## config.mk

```make
export PLATFORM = sky130hd
export DESIGN_NAME = atmega_eep_store_ctrl
export DESIGN_NICKNAME = d
export VERILOG_FILES = /design/src/rtl/atmega_eep_store_pkg.sv /design/src/rtl/atmega_eep_autosave_tmr.sv /design/src/rtl/atmega_eep_store_ctrl.sv
export SDC_FILE = /design/constraint.sdc
export NUM_CORES = 1
export LEC_CHECK = 0
export ABC_AREA = 1
export BUFFER_PORTS_ARGS = -buffer_cell sky130_fd_sc_hd__buf_2
export CORE_MARGIN = 5
export CORE_UTILIZATION = 48
export DETAILED_ROUTE_END_ITERATION = 16
export GPL_TIMING_DRIVEN = 0
export PLACE_DENSITY_LB_ADDON = 0.3
export SLEW_MARGIN = 10
export SYNTH_ARGS = -nofsm -noshare
export SYNTH_HDL_FRONTEND = slang
export SYNTH_SLANG_ARGS = --single-unit
export TNS_END_PERCENT = 50
```

## constraint.sdc

```tcl
create_clock -name clk -period 1.7 [get_ports clk]
set_clock_uncertainty 0.1 [all_clocks]
set_input_delay 0.34 -clock clk [delete_from_list [all_inputs] [get_ports clk]]
set_output_delay 0.34 -clock clk [all_outputs]
set_load 0.03 [all_outputs]
```

## src/rtl/atmega_eep_store_pkg.sv

```systemverilog
`default_nettype none
// ============================================================================
//  Module   : atmega_eep_store_pkg
//  Purpose  : Shared definitions for the EEPROM store controller: sequencer
//             state encoding and SD sector geometry.
//  Revision : 1.0 - initial release
// ============================================================================
package atmega_eep_store_pkg;

   // One SD sector is 512 bytes, addressed by a 9-bit buffer offset.
   localparam int SECTOR_BYTES = 512;
   localparam int SECTOR_AW    = 9;

   // Sequencer states: the REQ states hold sd_rd/sd_wr up until the host
   // acknowledges, and the XFER states follow sd_ack for one sector.
   localparam logic [2:0] ST_IDLE_ENC    = 3'd0;
   localparam logic [2:0] ST_LD_REQ_ENC  = 3'd1;
   localparam logic [2:0] ST_LD_XFER_ENC = 3'd2;
   localparam logic [2:0] ST_SV_REQ_ENC  = 3'd3;
   localparam logic [2:0] ST_SV_XFER_ENC = 3'd4;

   typedef enum logic [2:0] {
      ST_IDLE    = ST_IDLE_ENC,
      ST_LD_REQ  = ST_LD_REQ_ENC,
      ST_LD_XFER = ST_LD_XFER_ENC,
      ST_SV_REQ  = ST_SV_REQ_ENC,
      ST_SV_XFER = ST_SV_XFER_ENC
   } state_t;

endpackage
`default_nettype wire

```

## src/rtl/atmega_eep_autosave_tmr.sv

```systemverilog
`default_nettype none
// ============================================================================
//  Module   : atmega_eep_autosave_tmr
//  Purpose  : Autosave inactivity timer. Reloaded by every CPU write, counts
//             down while the RAM is dirty and flags expiry at zero.
//  Revision : 1.0 - initial release
// ============================================================================
module atmega_eep_autosave_tmr
   import atmega_eep_store_pkg::*;
#(
   parameter int AUTOSAVE_DLY = 8_000_000
) (
   input  logic clk,
   input  logic rst_n,
   input  logic reload,
   input  logic run,
   output logic expired
);

   localparam int               CNT_W      = $clog2(AUTOSAVE_DLY + 1);
   localparam logic [CNT_W-1:0] RELOAD_VAL = CNT_W'(AUTOSAVE_DLY);
   localparam logic [CNT_W-1:0] CNT_ONE    = CNT_W'(1);

   logic [CNT_W-1:0] count;

   // Reload on write; otherwise count down while dirty, saturating at zero.
   always_ff @(posedge clk or negedge rst_n) begin
      if (!rst_n) begin
         count <= RELOAD_VAL;
      end else if (reload) begin
         count <= RELOAD_VAL;
      end else if (run && (count != '0)) begin
         count <= count - CNT_ONE;
      end
   end

   assign expired = (count == '0);

endmodule
`default_nettype wire

```

## src/rtl/atmega_eep_store_ctrl.sv

```systemverilog
`default_nettype none
// ============================================================================
//  Module   : atmega_eep_store_ctrl
//  Purpose  : Arbitrates the EEPROM backing RAM between the CPU-side EEPROM
//             peripheral and the host SD-image port. Loads the image on
//             mount, saves it on request or after write inactivity, and
//             stalls CPU accesses while a sector transfer owns the RAM.
//  Revision : 1.0 - initial release
// ============================================================================
module atmega_eep_store_ctrl
   import atmega_eep_store_pkg::*;
#(
   parameter int EEP_SIZE     = 1024,
   parameter int ADDR_W       = 10,
   parameter int AUTOSAVE_DLY = 8_000_000,
   parameter int LBA_W        = 8
) (
   input  logic              clk,
   input  logic              rst_n,
   input  logic              cpu_req,
   input  logic              cpu_we,
   input  logic [ADDR_W-1:0] cpu_addr,
   input  logic [7:0]        cpu_wdata,
   output logic [7:0]        cpu_rdata,
   output logic              cpu_ack,
   output logic [ADDR_W-1:0] ram_addr,
   output logic              ram_we,
   output logic [7:0]        ram_wdata,
   input  logic [7:0]        ram_rdata,
   input  logic              img_mounted,
   input  logic              img_size_nz,
   input  logic              save_req,
   output logic [LBA_W-1:0]  sd_lba,
   output logic              sd_rd,
   output logic              sd_wr,
   input  logic              sd_ack,
   input  logic [8:0]        sd_buff_addr,
   input  logic [7:0]        sd_buff_dout,
   output logic [7:0]        sd_buff_din,
   input  logic              sd_buff_wr,
   output logic              busy,
   output logic              dirty
);

   localparam logic [LBA_W-1:0] LAST_LBA = LBA_W'(EEP_SIZE / SECTOR_BYTES - 1);
   localparam logic [LBA_W-1:0] LBA_ONE  = LBA_W'(1);

   state_t            state;
   logic              mounted;
   logic              pending;
   logic              granted;
   logic [ADDR_W-1:0] acc_addr;
   logic              acc_we;
   logic [7:0]        acc_wdata;
   logic [ADDR_W-1:0] xfer_addr;
   logic              expired;
   logic              mount_ev;
   logic              unmount_ev;
   logic              save_go;
   logic              cpu_grant;
   logic              last_sector;

   assign mount_ev    = img_mounted && img_size_nz;
   assign unmount_ev  = img_mounted && !img_size_nz;
   assign save_go     = mounted && (save_req || pending || (dirty && expired));
   assign last_sector = (sd_lba == LAST_LBA);
   // A mount/unmount event or a save start in the same cycle takes the RAM
   // away from the CPU, so the request simply waits.
   assign cpu_grant   = (state == ST_IDLE) && !img_mounted && !save_go &&
                        cpu_req && !granted;

   // Host-side RAM address: sector index above the 9-bit buffer offset.
   generate
      if (ADDR_W > SECTOR_AW) begin : g_multi_sector
         assign xfer_addr = {sd_lba[ADDR_W-SECTOR_AW-1:0], sd_buff_addr};
      end else begin : g_single_sector
         assign xfer_addr = sd_buff_addr[ADDR_W-1:0];
      end
   endgenerate

   atmega_eep_autosave_tmr #(
      .AUTOSAVE_DLY (AUTOSAVE_DLY)
   ) u_autosave_tmr (
      .clk     (clk),
      .rst_n   (rst_n),
      .reload  (cpu_grant && cpu_we),
      .run     (dirty),
      .expired (expired)
   );

   // Sequencer: transfer control, CPU grant/ack and mount/dirty bookkeeping.
   always_ff @(posedge clk or negedge rst_n) begin
      if (!rst_n) begin
         state     <= ST_IDLE;
         sd_lba    <= '0;
         sd_rd     <= 1'b0;
         sd_wr     <= 1'b0;
         busy      <= 1'b0;
         dirty     <= 1'b0;
         mounted   <= 1'b0;
         pending   <= 1'b0;
         granted   <= 1'b0;
         cpu_ack   <= 1'b0;
         acc_addr  <= '0;
         acc_we    <= 1'b0;
         acc_wdata <= '0;
      end else begin
         cpu_ack <= 1'b0;
         acc_we  <= 1'b0;
         // The RAM sampled the granted address this edge; data is valid next.
         if (granted) begin
            granted <= 1'b0;
            cpu_ack <= 1'b1;
         end
         // A save that cannot start right now is remembered.
         if (save_req && !((state == ST_IDLE) && mounted && !img_mounted)) begin
            pending <= 1'b1;
         end
         if (unmount_ev) begin
            state   <= ST_IDLE;
            busy    <= 1'b0;
            sd_rd   <= 1'b0;
            sd_wr   <= 1'b0;
            mounted <= 1'b0;
            pending <= 1'b0;
         end else begin
            case (state)
               ST_IDLE: begin
                  if (mount_ev) begin
                     state   <= ST_LD_REQ;
                     busy    <= 1'b1;
                     mounted <= 1'b1;
                     sd_lba  <= '0;
                     sd_rd   <= 1'b1;
                  end else if (save_go) begin
                     state   <= ST_SV_REQ;
                     busy    <= 1'b1;
                     sd_lba  <= '0;
                     sd_wr   <= 1'b1;
                     dirty   <= 1'b0;
                     pending <= 1'b0;
                  end else if (cpu_grant) begin
                     granted   <= 1'b1;
                     acc_addr  <= cpu_addr;
                     acc_we    <= cpu_we;
                     acc_wdata <= cpu_wdata;
                     if (cpu_we) begin
                        dirty <= 1'b1;
                     end
                  end
               end
               ST_LD_REQ: begin
                  if (sd_ack) begin
                     state <= ST_LD_XFER;
                     sd_rd <= 1'b0;
                  end
               end
               ST_LD_XFER: begin
                  if (!sd_ack) begin
                     if (last_sector) begin
                        state <= ST_IDLE;
                        busy  <= 1'b0;
                        dirty <= 1'b0;
                     end else begin
                        state  <= ST_LD_REQ;
                        sd_lba <= sd_lba + LBA_ONE;
                        sd_rd  <= 1'b1;
                     end
                  end
               end
               ST_SV_REQ: begin
                  if (sd_ack) begin
                     state <= ST_SV_XFER;
                     sd_wr <= 1'b0;
                  end
               end
               ST_SV_XFER: begin
                  if (!sd_ack) begin
                     if (last_sector) begin
                        state <= ST_IDLE;
                        busy  <= 1'b0;
                     end else begin
                        state  <= ST_SV_REQ;
                        sd_lba <= sd_lba + LBA_ONE;
                        sd_wr  <= 1'b1;
                     end
                  end
               end
               default: begin
                  state <= ST_IDLE;
                  busy  <= 1'b0;
               end
            endcase
         end
      end
   end

   // RAM port mux: the host buffer drives the RAM during sector transfers,
   // the registered CPU access otherwise.
   always_comb begin
      ram_addr    = acc_addr;
      ram_we      = acc_we;
      ram_wdata   = acc_wdata;
      sd_buff_din = 8'h00;
      case (state)
         ST_LD_XFER: begin
            ram_addr  = xfer_addr;
            ram_we    = sd_buff_wr;
            ram_wdata = sd_buff_dout;
         end
         ST_SV_XFER: begin
            ram_addr    = xfer_addr;
            ram_we      = 1'b0;
            sd_buff_din = ram_rdata;
         end
         default: begin
         end
      endcase
   end

   assign cpu_rdata = cpu_ack ? ram_rdata : 8'h00;

endmodule
`default_nettype wire

```

==> out/qor.yml <==
synth-seq-area-share: 0.407
path_class: "reg2out"
rows: 32
area_delta_synth_final_pct: 60.4
fin_ws_ps: -558
intPower_w: 0.00587
drv_cap: 0
status: "complete, but fails checks"
antenna_left: 0
grt_remaining_overflow: 0
routabilityCongestion: 0.866
hp-class: "in2reg"
violations: "setup timing"
dr.pass1.iters: 5
port_buffers: 99
ios: 100
clkPwrFrac: 0.133
syn_area_um2: 3770
nNetsFinal: 769
yosys-top-cells-area: "dfrtp_1 (36%), nand2_1 (18%), inv_1 (6.8%), nor2_1 (6.1%), dfstp_2 (4.9%)"
yosysUniqueCellTypes: 42
cp_slowest_stage_delay_ps: 450
cp-start-kind: "flip-flop"
final_cells: 820
cts-root-buf: "clkbuf_8"
crit_chain: "nor2_2, inv_2, nor2_4, nor2_4, buf_8, buf_8, a22o_4, buf_6"
synth_edf_count: 0
die_w_um: 98.7
p_per_area_nw_per_um2: 1820
wire_per_inst_um: 17.3
antenna_found_initial: 0
holdPathStages: 3
p_leak_nw: 3.21
synth_nets: 580
grt_pass1_vias: 4184
start_util: 0.491
critPathSlowestCell: "dfrtp_1"
rsz0062_at_grt: "true"
netlist_instances: 524
seqPwrFrac: 0.216
drt_wl_total_mm: 14.2
synth_warnings: 0
vias: 4418
avgSynthCellArea_um2: 7.20
place_hpwl_mm: 6.89
netSwitchingPower_w: 0.00516
cts_tree: "done"
power.total_w: 0.0110
slew_violations: 0
drive_gt1_frac: 0.487
r2r_start: "state[1]"
post-route-period-util: 1.33
critPathCapture: "ram_we"
crit_path_max_fanout: 6
antenna_cells: 0
slew_headroom: 0.460
reg2reg_to: "sd_lba[1]"
critPathRequiredTime_ps: 1260
clk_path_buf_depth: 2
cp-end-kind: "output port"
tns_ps: -26640
clk_latency_ps: 360
grt_pass1_wl_mm: 19.8
place_inst: 725
cp_data_arrival_time_ps: 1820
ys_ff_latch: 61
core_area_um2: 7690
cts_sinks: 61
power.share.combinational: 0.651
synth_top_cell_area_share: 0.358
r2r_cells: 16
fmax_mhz: 443
setup_viol: 84
drt_iter0_markers: 284
nFillCells: 488
grt.total_usage: 0.251
design.die.area_um2: 9730
die_h_um: 98.7
routed_via_density: 5.39
period_minus_slack_ps: 2260
grt_max_degree: 62
swShare: 0.468
reg2reg_slack_ps: -470
cts_buffers: 9
yosys.area.top_type: "dfrtp_1"
ir_drop_mv: 1.07
finalHoldViolations: 0
worst_pin_slew_ps: 809
startpoint: "state[1]"
async_reset_ff_frac: 1.00
ys.flop_type: "dfrtp_1"
drc_errors: 0
htree_levels: 3
clkTransAtPathRegs_ps: 70
==> cells by family after synthesis <==
kind of cell	Yosys count	share of synthesized area
xor+xnor	14	0.0325
buf+inv	90	0.103
flops	61	0.407
simple gates	328	0.392
compound gates	27	0.0524
fa+ha+maj	4	0.0133
==> metal layers <==
layer / up-vias / routed length [µm] / GRT usage
li1: 1991 / - / -
met1: 2090 / 4700 / 0.290
met2: 250 / 7610 / 0.447
met3: 87 / 1070 / 0.0559
met4: 0 / 788 / 0.0998
met5: - / 0 / 0
==> repair_timing <==
action	in CTS	in global routing
endpoints found under the setup margin	92	94
buffers inserted	54	20
resized for setup	119	75
pin swaps	29	23
endpoints found under the hold margin	13	0
gates cloned	6	0
hold buffers	1	0
==> synth_stat cells, types with 4 or more instances <==
library cell  count
dfstp_2           7
o21ai_0           5
nand4_1          12
nor3_1           11
nor4_1            4
nor2_4            4
nand2_1         184
nand2_2           9
o21ai_2           7
inv_1            68
nor2_1           61
xor2_1           13
a21oi_1           5
nor2_2            7
nand3_1          23
dfrtp_1          54
ha_1              4
inv_2            10
==> flip-flops by register name (all words and copies together), names as in the netlist, 3 cells and up <==
name	count
acc_wdata	8
acc_addr	10
sd_lba	8
state	3
u_autosave_tmr.count	23
==> cell usage in the layout, fill, tap and decap left out, types with 3 or more instances in the layout <==
cell type | synthesis | routed
a21oi_1 | 5 | 5
buf_12 | 1 | 6
buf_16 | 0 | 3
buf_2 | 3 | 71
buf_4 | 1 | 60
buf_6 | 3 | 39
buf_8 | 0 | 4
clkbuf_8 | 0 | 9
clkinvlp_4 | 0 | 3
dfrtp_1 | 54 | 50
dfrtp_2 | 0 | 4
dfstp_2 | 7 | 7
ha_1 | 4 | 3
inv_1 | 68 | 62
inv_2 | 10 | 11
inv_4 | 2 | 5
nand2_1 | 184 | 138
nand2_2 | 9 | 37
nand2_4 | 1 | 19
nand3_1 | 23 | 19
nand3_2 | 1 | 4
nand4_1 | 12 | 12
nor2_1 | 61 | 40
nor2_2 | 7 | 13
nor2_4 | 4 | 19
nor2_8 | 3 | 3
nor3_1 | 11 | 7
nor3_2 | 0 | 4
nor4_1 | 4 | 3
o21ai_0 | 5 | 4
o21ai_1 | 3 | 3
o21ai_2 | 7 | 7
xor2_1 | 13 | 13
==> power groups by stage <==
stage | clock (W) | combinational [W] | sequential [W]
2_1_floorplan | 0 | 0.00327 | 0.00237
3_3_place_gp | 0 | 0.00433 | 0.00228
3_5_place_dp | 0 | 0.00440 | 0.00230
4_1_cts | 0.00146 | 0.00617 | 0.00232
5_1_grt | 0.00155 | 0.00761 | 0.00243
6_report | 0.00146 | 0.00718 | 0.00239
==> through the flow <==
stage / worst slack, ps / hold WS (ps) / utilization / area (µm²)
6_report: -558 / 78.7 / 0.787 / 6050
5_1_grt: -616 / 74.8 / 0.787 / 6050
4_1_cts: -495 / 78.8 / 0.732 / 5630
3_5_place_dp: -374 / 303 / 0.586 / 4510
3_3_place_gp: -331 / 307 / 0.586 / 4510
2_1_floorplan: -85.5 / -55.6 / - / 3880
==> how the worst min path moves through the flow <==
stage                              end          from
after detailed placement       cpu_ack       granted
final                     acc_wdata[0]  cpu_wdata[0]
after global placement         cpu_ack       granted
after floorplan            acc_addr[0]         rst_n
after global routing      acc_wdata[6]  cpu_wdata[6]
after CTS                  acc_addr[0]   cpu_addr[0]
==> cell type report <==
cell class	count	area [µm²]	area share
Multi-Input combinational cell	373	2290	0.379
Clock buffer	10	128	0.0211
Sequential cell	61	1540	0.254
Clock inverter	6	87.6	0.0145
Buffer	9	121	0.0201
Inverter	81	339	0.0560
Tap cell	102	128	0.0211
Timing Repair Buffer	177	1410	0.233
Timing Repair inverter	1	6.26	0.00103
==> critical path, delay by kind of cell, from the launching register on <==
| kind | cells | cell delay (ps) |
|---|---|---|
| buf+inv | 4 | 460 |
| simple gates | 3 | 310 |
| compound gates | 1 | 210 |
| flops | 1 | 450 |
Power figures use the tool's default switching activity.
